==> src/rtl/scan_index_sequencer_pkg.sv <==
// Shared encodings and the index-advance rule for the scan index sequencer.
// The advance function is pure so the top level only decides when to apply it.
package scan_index_sequencer_pkg;

    localparam logic [2:0] IDX_MAX = 3'd7;

    typedef enum logic [1:0] {
        MODE_UP       = 2'b00,
        MODE_DOWN     = 2'b01,
        MODE_PINGPONG = 2'b10,
        MODE_SINGLE   = 2'b11
    } mode_e;

    typedef enum logic [1:0] {
        IDLE = 2'b00,
        RUN  = 2'b01,
        HOLD = 2'b10
    } state_e;

    typedef enum logic {
        DIR_UP   = 1'b0,
        DIR_DOWN = 1'b1
    } dir_e;

    typedef struct packed {
        logic [2:0] idx;
        dir_e       dir;
        logic       done;
    } advance_t;

    // done marks the end of a single sweep: the index stays put instead of wrapping.
    function automatic advance_t next_index(input logic [2:0] idx, input mode_e mode,
                                            input dir_e dir);
        advance_t res;
        res = '{idx: idx, dir: dir, done: 1'b0};
        case (mode)
            MODE_UP:   res.idx = idx + 3'd1;
            MODE_DOWN: res.idx = idx - 3'd1;
            MODE_PINGPONG: begin
                if (dir == DIR_UP) begin
                    if (idx == IDX_MAX) begin
                        res.idx = IDX_MAX - 3'd1;
                        res.dir = DIR_DOWN;
                    end else begin
                        res.idx = idx + 3'd1;
                    end
                end else begin
                    if (idx == 3'd0) begin
                        res.idx = 3'd1;
                        res.dir = DIR_UP;
                    end else begin
                        res.idx = idx - 3'd1;
                    end
                end
            end
            MODE_SINGLE: begin
                if (idx == IDX_MAX) res.done = 1'b1;
                else                res.idx  = idx + 3'd1;
            end
            default: res.idx = idx;
        endcase
        return res;
    endfunction

endpackage

==> src/rtl/scan_index_sequencer_if.sv <==
// Control inputs and index/status outputs of the scan index sequencer.
interface scan_index_sequencer_if #(
    parameter int DWELL_W = 8
) ();
    import scan_index_sequencer_pkg::*;

    logic               start;
    logic               stop;
    mode_e              mode;
    logic [DWELL_W-1:0] dwell;
    logic               load;
    logic [2:0]         load_idx;
    logic [2:0]         idx;
    logic               busy;
    logic               step;
    logic               done;

    modport master (
        output start, stop, mode, dwell, load, load_idx,
        input  idx, busy, step, done
    );

    modport slave (
        input  start, stop, mode, dwell, load, load_idx,
        output idx, busy, step, done
    );

endinterface

==> src/rtl/scan_index_sequencer_dwell_timer.sv <==
// Dwell counter: counts while running and flags the cycle whose edge should advance the index.
// The count is retained while not running so a paused dwell resumes exactly where it stopped.
module dwell_timer #(
    parameter int DWELL_W = 8
) (
    input  logic               clk,
    input  logic               rst,
    input  logic               run_i,
    input  logic               clear_i,
    input  logic [DWELL_W-1:0] dwell_i,
    output logic               tc_o
);

    logic [DWELL_W-1:0] cnt_q, cnt_d;

    // Exact equality: a dwell lowered below the count wraps through 2^DWELL_W.
    assign tc_o = run_i && (cnt_q == dwell_i);

    // NOTE: every variable driven in always_comb gets a default first, so no latch is inferred.
    always_comb begin
        cnt_d = cnt_q;
        if (clear_i) begin
            cnt_d = '0;
        end else if (run_i) begin
            cnt_d = tc_o ? '0 : cnt_q + 1'b1;
        end
    end

    // NOTE: sequential state uses non-blocking assignments only.
    always_ff @(posedge clk) begin
        if (rst) cnt_q <= '0;
        else     cnt_q <= cnt_d;
    end

endmodule

==> src/rtl/scan_index_sequencer.sv <==
// Steps a 3-bit decoder index through 0..7 with programmable dwell and direction mode.
// All outputs are registered; state, index and pulses update on the same edge.
module scan_index_sequencer
    import scan_index_sequencer_pkg::*;
#(
    parameter int DWELL_W = 8,
    parameter int IDX_W   = 3
) (
    input logic                    clk,
    input logic                    rst,
    scan_index_sequencer_if.slave  bus_if
);

    state_e           state_q, state_d;
    logic [IDX_W-1:0] idx_q, idx_d;
    dir_e             dir_q, dir_d;
    logic             busy_q, busy_d;
    logic             step_q, step_d;
    logic             done_q, done_d;

    logic     tc;
    logic     timer_run;
    logic     timer_clear;
    logic     go;
    logic     sweep_done;
    advance_t adv;

    assign go          = bus_if.start && !bus_if.stop;
    assign timer_run   = (state_q == RUN);
    assign timer_clear = bus_if.load || (state_q == IDLE && go);

    dwell_timer #(.DWELL_W(DWELL_W)) u_dwell_timer (
        .clk     (clk),
        .rst     (rst),
        .run_i   (timer_run),
        .clear_i (timer_clear),
        .dwell_i (bus_if.dwell),
        .tc_o    (tc)
    );

    assign adv        = next_index(idx_q, bus_if.mode, dir_q);
    assign sweep_done = tc && !bus_if.load && adv.done;

    always_ff @(posedge clk) begin
        if (rst) state_q <= IDLE;
        else     state_q <= state_d;
    end

    always_comb begin
        state_d = state_q;
        case (state_q)
            IDLE: if (go) state_d = RUN;
            RUN: begin
                if (sweep_done)       state_d = IDLE;
                else if (bus_if.stop) state_d = HOLD;
            end
            HOLD: if (go) state_d = RUN;
            default: state_d = IDLE;
        endcase
    end

    // A load always beats a pending advance: no step and no done in that cycle.
    always_comb begin
        idx_d  = idx_q;
        dir_d  = dir_q;
        step_d = 1'b0;
        done_d = 1'b0;
        busy_d = (state_d == RUN);
        if (bus_if.load) begin
            idx_d = bus_if.load_idx;
            dir_d = DIR_UP;
        end else if (tc) begin
            if (adv.done) begin
                done_d = 1'b1;
            end else begin
                idx_d  = adv.idx;
                dir_d  = adv.dir;
                step_d = 1'b1;
            end
        end
    end

    always_ff @(posedge clk) begin
        if (rst) begin
            idx_q  <= '0;
            dir_q  <= DIR_UP;
            busy_q <= 1'b0;
            step_q <= 1'b0;
            done_q <= 1'b0;
        end else begin
            idx_q  <= idx_d;
            dir_q  <= dir_d;
            busy_q <= busy_d;
            step_q <= step_d;
            done_q <= done_d;
        end
    end

    assign bus_if.idx  = idx_q;
    assign bus_if.busy = busy_q;
    assign bus_if.step = step_q;
    assign bus_if.done = done_q;

endmodule

==> src/flat_wrapper.sv <==
// flat-port wrapper written by rule: the top's interface ports become plain ports
module scan_index_sequencer_flat import scan_index_sequencer_pkg::*;
#(
    parameter int DWELL_W = 8,
    parameter int IDX_W   = 3
)
  (clk, rst, bus_if_start, bus_if_stop, bus_if_mode, bus_if_dwell, bus_if_load, bus_if_load_idx, bus_if_idx, bus_if_busy, bus_if_step, bus_if_done);
  scan_index_sequencer_if #(.DWELL_W(DWELL_W)) bus_if_i ();
  input logic clk;
  input logic rst;
  input wire logic [$bits(bus_if_i.start)-1:0] bus_if_start;
  input wire logic [$bits(bus_if_i.stop)-1:0] bus_if_stop;
  input wire logic [$bits(bus_if_i.mode)-1:0] bus_if_mode;
  input wire logic [$bits(bus_if_i.dwell)-1:0] bus_if_dwell;
  input wire logic [$bits(bus_if_i.load)-1:0] bus_if_load;
  input wire logic [$bits(bus_if_i.load_idx)-1:0] bus_if_load_idx;
  output wire logic [$bits(bus_if_i.idx)-1:0] bus_if_idx;
  output wire logic [$bits(bus_if_i.busy)-1:0] bus_if_busy;
  output wire logic [$bits(bus_if_i.step)-1:0] bus_if_step;
  output wire logic [$bits(bus_if_i.done)-1:0] bus_if_done;
  assign bus_if_i.start = bus_if_start;
  assign bus_if_i.stop = bus_if_stop;
  assign bus_if_i.mode = bus_if_mode;
  assign bus_if_i.dwell = bus_if_dwell;
  assign bus_if_i.load = bus_if_load;
  assign bus_if_i.load_idx = bus_if_load_idx;
  assign bus_if_idx = bus_if_i.idx;
  assign bus_if_busy = bus_if_i.busy;
  assign bus_if_step = bus_if_i.step;
  assign bus_if_done = bus_if_i.done;
  scan_index_sequencer #(.DWELL_W(DWELL_W), .IDX_W(IDX_W)) u_core (.clk(clk), .rst(rst), .bus_if(bus_if_i));
endmodule
==> config.mk <==
export PLATFORM = sky130hd
export DESIGN_NAME = scan_index_sequencer_flat
export DESIGN_NICKNAME = d
export VERILOG_FILES = /design/src/rtl/scan_index_sequencer_pkg.sv /design/src/rtl/scan_index_sequencer_if.sv /design/src/rtl/scan_index_sequencer_dwell_timer.sv /design/src/rtl/scan_index_sequencer.sv /design/src/flat_wrapper.sv
export SDC_FILE = /design/constraint.sdc
export NUM_CORES = 1
export LEC_CHECK = 0
export ABC_AREA = 0
export CAP_MARGIN = 20
export CORE_UTILIZATION = 54
export DETAILED_ROUTE_END_ITERATION = 8
export GPL_ROUTABILITY_DRIVEN = 0
export PLACE_DENSITY_LB_ADDON = 0.3
export SLEW_MARGIN = 25
export SYNTH_ARGS = -nofsm -noshare
export SYNTH_HDL_FRONTEND = slang
export SYNTH_SLANG_ARGS = --single-unit
==> constraint.sdc <==
create_clock -name clk -period 2.86 [get_ports clk]
set_clock_uncertainty 0.05 [all_clocks]
set_input_delay 0.429 -clock clk [delete_from_list [all_inputs] [get_ports clk]]
set_output_delay 0.429 -clock clk [all_outputs]
set_load 0.05 [all_outputs]
; After elaboration in Yosys (flattened, before gate mapping)
; Index checks and enable logic that the tools add are counted.
[op_classes]
n_addsub = 3
mul = 0
div_mod_pow = 0
magnitude_cmp = 0
eq_ne = 10
shifts = 0
n_mux = 18
bitwise_logic = 2
reduce_logical = 18
[ops]
columns = cell, n
row1 = 3-bit 2-to-1 mux, 6
row2 = 3-bit one-hot mux with 4 select lines, 1
row3 = 8-bit by 1-bit adder with 8-bit output (second input constant), 1
row4 = 8-bit == test, 1
row5 = 8-bit 2-to-1 mux, 1
row6 = 2-bit by 1-bit == test with 1-bit output (second input constant), 3
row7 = 2-bit == test (second input constant), 3
row8 = 2-bit 2-to-1 mux, 3
row9 = 3-bit AND reduction, 2
row10 = 2-bit OR reduction, 3
row11 = 1-bit logical AND, 5
row12 = 1-bit 2-to-1 mux, 5
row13 = 2-bit zero test, 2
row14 = 4-bit 2-to-1 mux, 1
row15 = 2-bit one-hot mux with 2 select lines, 1
row16 = 3-bit by 1-bit adder with 3-bit output (second input constant), 1
row17 = 3-bit == test (second input constant), 1
row18 = 3-bit zero test, 1
row19 = 3-bit inequality test (second input constant), 1
row20 = 3-bit OR reduction, 1
row21 = 3-bit by 1-bit subtractor with 3-bit output (second input constant), 1
row22 = 1-bit zero test, 2
row23 = 2-bit inequality test (second input constant), 1
row24 = 1-bit NOT, 2
row25 = other kinds (2), 2
[word_totals]
reg_bits = 17
latch_bits = 0
ram_bits = 0
mem_bits_ro = 0
in_bits = 18
output_inout_bits = 6
wordCells = 58
n_memories = 0

; Depth between registers and ports, before layout
[logic_depth]
depth_word = 7
depth_mapped = 7
ltp_nobuf = 7

; By module
; Synthesis repeated with hierarchy kept, for this count alone.
[hier_totals]
cells_unflattened = 128
area_unflattened_um2 = 1122.3
[by_module_without_submodules]
columns = mod, instances, cells_each, area_per_inst_um2, seq_area_each_um2
row1 = scan_index_sequencer, 1, 78, 668.1, 180.2
row2 = dwell_timer, 1, 50, 454.2, 160.2

; Least setup slack after synthesis
; OpenSTA, ideal clock, no wires.
[synth_timing]
path_type = register -> register
from = register u_core.idx_q[0], in the netlist u_core.bus_if.idx[0]
to = register u_core.idx_q[1], in the netlist u_core.bus_if.idx[1]
arrival_ns = 1.854
required_time_ns = 2.690
slack_ns = 0.836
path_stages_with_launch = 8
synth_period_minus_slack_ns = 2.024
cell_sequence = dfxtp_1 -> inv_1 -> ha_1 -> o31ai_1 -> a21oi_1 -> a211oi_1 -> a2111oi_2 -> o31a_1
[synth_between]
elab_chain_cells = 7
[synth_rtl]
columns = item, line_no
row1 = from (decl), scan_index_sequencer.sv:15  ; logic [IDX_W-1:0] idx_q, idx_d;
row2 = from (signal assigned), scan_index_sequencer.sv:91  ; idx_q <= idx_d;
row3 = "3-bit by 1-bit adder with 3-bit output, or another cell as far along", "scan_index_sequencer_pkg.sv:37, scan_index_sequencer_pkg.sv:45, scan_index_sequencer_pkg.sv:58"
row4 = "3-bit 2-to-1 mux, on equally long branches", "scan_index_sequencer_pkg.sv:41, scan_index_sequencer_pkg.sv:48"
row5 = 4-bit 2-to-1 mux, scan_index_sequencer_pkg.sv:40  ; if (dir == DIR_UP) begin
row6 = 3-bit one-hot mux with 4 select lines, scan_index_sequencer_pkg.sv:36  ; case (mode)
row7 = 3-bit 2-to-1 mux, scan_index_sequencer.sv:73  ; if (adv.done) begin
row8 = 3-bit 2-to-1 mux, scan_index_sequencer.sv:72  ; end else if (tc) begin
row9 = 3-bit 2-to-1 mux, scan_index_sequencer.sv:69  ; if (bus_if.load) begin
; Several ways; a longest one is shown, not always the timed one. The select of a mux whose other input is x is not followed.
; A chain may end at the register's enable or synchronous reset.

; Final worst setup path
[layout_timing]
from = register u_core.idx_q[2], in the netlist u_core.bus_if.idx[2]
to = output port bus_if_idx[2]
[layout_lines]
columns = item, line_no
row1 = to (decl), flat_wrapper.sv:17  ; output wire logic [$bits(bus_if_i.idx)-1:0] bus_if_idx;
; No word-level cell between the ends.

==> metrics <==
IO Port Bufs 23; RSZ-0062 raised after global routing no; crit path to bus_if_idx[2]; Tot Pwr 0.495 mW; DIE WIDTH 48.8 um; die height 48.8 um; Vias/cell 5.75; Clock Latency Late Sink 0.28 ns; CP endpoint kind primary output; wire per inst 14.2 um; Fmax 477 MHz; Period minus WS final 2.10 ns; crit-path cells clkdlybuf4s50_1; CTS Buf Count 3; Crit Path Max Fanout 7; Yosys cell types 39; endpoints failing setup 0; ANT nets after route 0; Worst slew margin 66.9%; cell area after synthesis 1180 um^2; pwr/cell area 338 nW/um^2; Final Max Slew Viols 0; Critical Path Source Type flop; clk buf depth 2; post-CTS sizing 0; CP Data Required Time 2.38 ns; Seq cells post-synth 17; Hold Path Class reg2reg; die area 2380 um^2; max_cap viols 0; GR Layer Usage met3 4.98%; # hold bufs at CTS 0; VDD IR-drop max 0.280 mV; RR Endpoint u_core.bus_if.idx[1]; worst path bufs/invs 1; count of final hold-check violations 0; Yosys warning total 0; RR Startpoint u_core.bus_if.idx[0]; Rows 16; clk slew on worst S/H paths 0.10 ns; post-synthesis sequential area ratio 28.8%; largest net degree at the start of global routing 12; Total Routing Usage GR 26.0%; CORE AREA 2000 um^2; Area growth syn-to-layout 23.6%; Worst-Margin Slew 0.494 ns; CTS root buf clkbuf_4; status complete, no violations; GR Util met1 36.0%; remaining global-route overflow 0; Final TNS setup 0 ns; Stages on worst setup path 1; share of layout cells above drive strength 1 8.02%; Crit. Startpoint u_core.bus_if.idx[2]; drt pass-1 iters 4; GR Layer Usage met2 39.1%; FF-to-FF path depth 7; final WL 2680 um; ANT cells 0; Initial Utilization 59.1%; Worst path top cell family by delay buffers and inverters; CTS sink cnt 17; r2r setup slk 0.91 ns; critical path's largest stage delay 0.85 ns; Slowest-stage cell, CP clkdlybuf4s50_1; Tcrit/Tclk final 73.3%; GR peak layer met2; initial antenna violation count 0; Leak 0.594 nW; Mapped Cells 138; synthesized area per cell 8.58 um^2; NumNets Final 191; CP arrival 1.62 ns; initial drt markers 38; via count 1086; CTS tree done; post-CTS setup buffers 0; Final HPWL DP 1980 um; first-pass GRT wire length 4810 um; I/O Pins 24; detailed-route DRC error count 0; worst setup path class reg2out; syn_nets 166; vias in the first global route 1072; H-tree Lvls 1
## layout make-up
type | count | area (um^2)
Clock buffer | 4 | 26.3
Fill cell | 151 | 539
Inverter | 14 | 52.6
Tap cell | 27 | 33.8
Timing Repair Buffer | 23 | 230
Multi-Input combinational cell | 104 | 779
Sequential cell | 17 | 340
## cell usage after synthesis (all sizes together)
library cell  instances  share of area (%)
a2111oi               2                3.6
a211oi                7                4.4
a21o                  2                1.3
a21oi                 8                3.4
a221oi                1               0.74
a31oi                 1               0.53
and2                  1               0.53
and2b                 1               0.74
and3                  3                1.7
and4                  4                3.1
clkbuf                3               0.95
dfxtp                17                 29
ha                   10                 11
inv                  14                4.4
mux2i                 2                1.7
nand2                 6                1.9
nand2b                3                1.6
nand3                 1               0.42
nand3b                1               0.63
nand4                 3                2.1
nor2                 11                3.5
nor2b                 6                3.8
nor3                  4                2.5
nor4                  3                1.6
nor4b                 1               0.74
o21ai                 5                2.1
o311ai                1               0.74
o31a                  1               0.74
o31ai                 2                1.3
or2                   1               0.53
or3                   1               0.53
xnor2                 2                1.5
xor2                 10                7.4
## cell families after synthesis
family | Yosys count | synth area share, %
AOI/OAI and AO/OA | 30 | 18.8
and+or+nand+nor | 50 | 25.9
DFF | 17 | 28.8
xor gates and xnor gates | 12 | 8.88
muxes | 2 | 1.69
adders and majority gates | 10 | 10.6
buffers and inverters | 17 | 5.39
## routing by layer
layer  vias up  routed length (um)
met2        55                1190
met5         -                   0
met1       492                1250
met3         4                 186
li1        535                   -
met4         0                  40
## metrics by stage
step / hold slack (ns) / std cells / setup slack (ns) / area, um^2 / util [%]
floorplan: 0.428 / 138 / 0.836 / 1180 / -
global placement: 0.441 / 185 / 0.656 / 1440 / 71.8
detailed placement: 0.459 / 185 / 0.586 / 1440 / 71.8
CTS: 0.474 / 189 / 0.770 / 1460 / 73.1
global route: 0.531 / 189 / 0.716 / 1460 / 73.1
finish: 0.478 / 189 / 0.765 / 1460 / 73.1
## state kept, by name (all words and copies together), names as in the netlist
register,cells
u_core.state_q,2
u_core.bus_if.idx,3
u_core.dir_q,1
u_core.u_dwell_timer.cnt_q,8
u_core.bus_if.step,1
u_core.bus_if.busy,1
u_core.bus_if.done,1
## cell usage in the layout (no fill, tap or decap), types with 2 or more instances in the layout
master / count
clkdlybuf4s50_1: 23
dfxtp_1: 17
inv_1: 14
nor2_1: 11
xor2_1: 10
ha_1: 10
a21oi_1: 8
a211oi_1: 7
nand2_1: 6
nor2b_1: 5
o21ai_0: 5
nand2b_1: 3
nor4_1: 3
and4_1: 3
clkbuf_4: 3
nor3_2: 2
mux2i_1: 2
o31ai_1: 2
nor3_1: 2
a21o_1: 2
nand4_1: 2
and3_1: 2
xnor2_1: 2
## worst min path at each step
stage	startpoint	slack [ns]	depth (start not counted)	to
floorplan	u_core.state_q[1]	0.43	2	u_core.state_q[1]
detailed placement	u_core.state_q[1]	0.46	2	u_core.state_q[1]
global route	u_core.state_q[1]	0.53	2	u_core.state_q[1]
finish	u_core.state_q[1]	0.48	2	u_core.state_q[1]
global placement	u_core.state_q[1]	0.44	2	u_core.state_q[1]
CTS	u_core.state_q[1]	0.47	2	u_core.state_q[1]
## where the power goes
| part | switching, mW | internal [mW] | leakage, nW |
|---|---|---|---|
| Combinational | 0.0647 | 0.0539 | 0.441 |
| Clock | 0.0736 | 0.0541 | 0.0150 |
| Sequential | 0.00638 | 0.242 | 0.138 |
| Total | 0.145 | 0.350 | 0.594 |
Note: power is estimated with default switching activity, not from simulation.
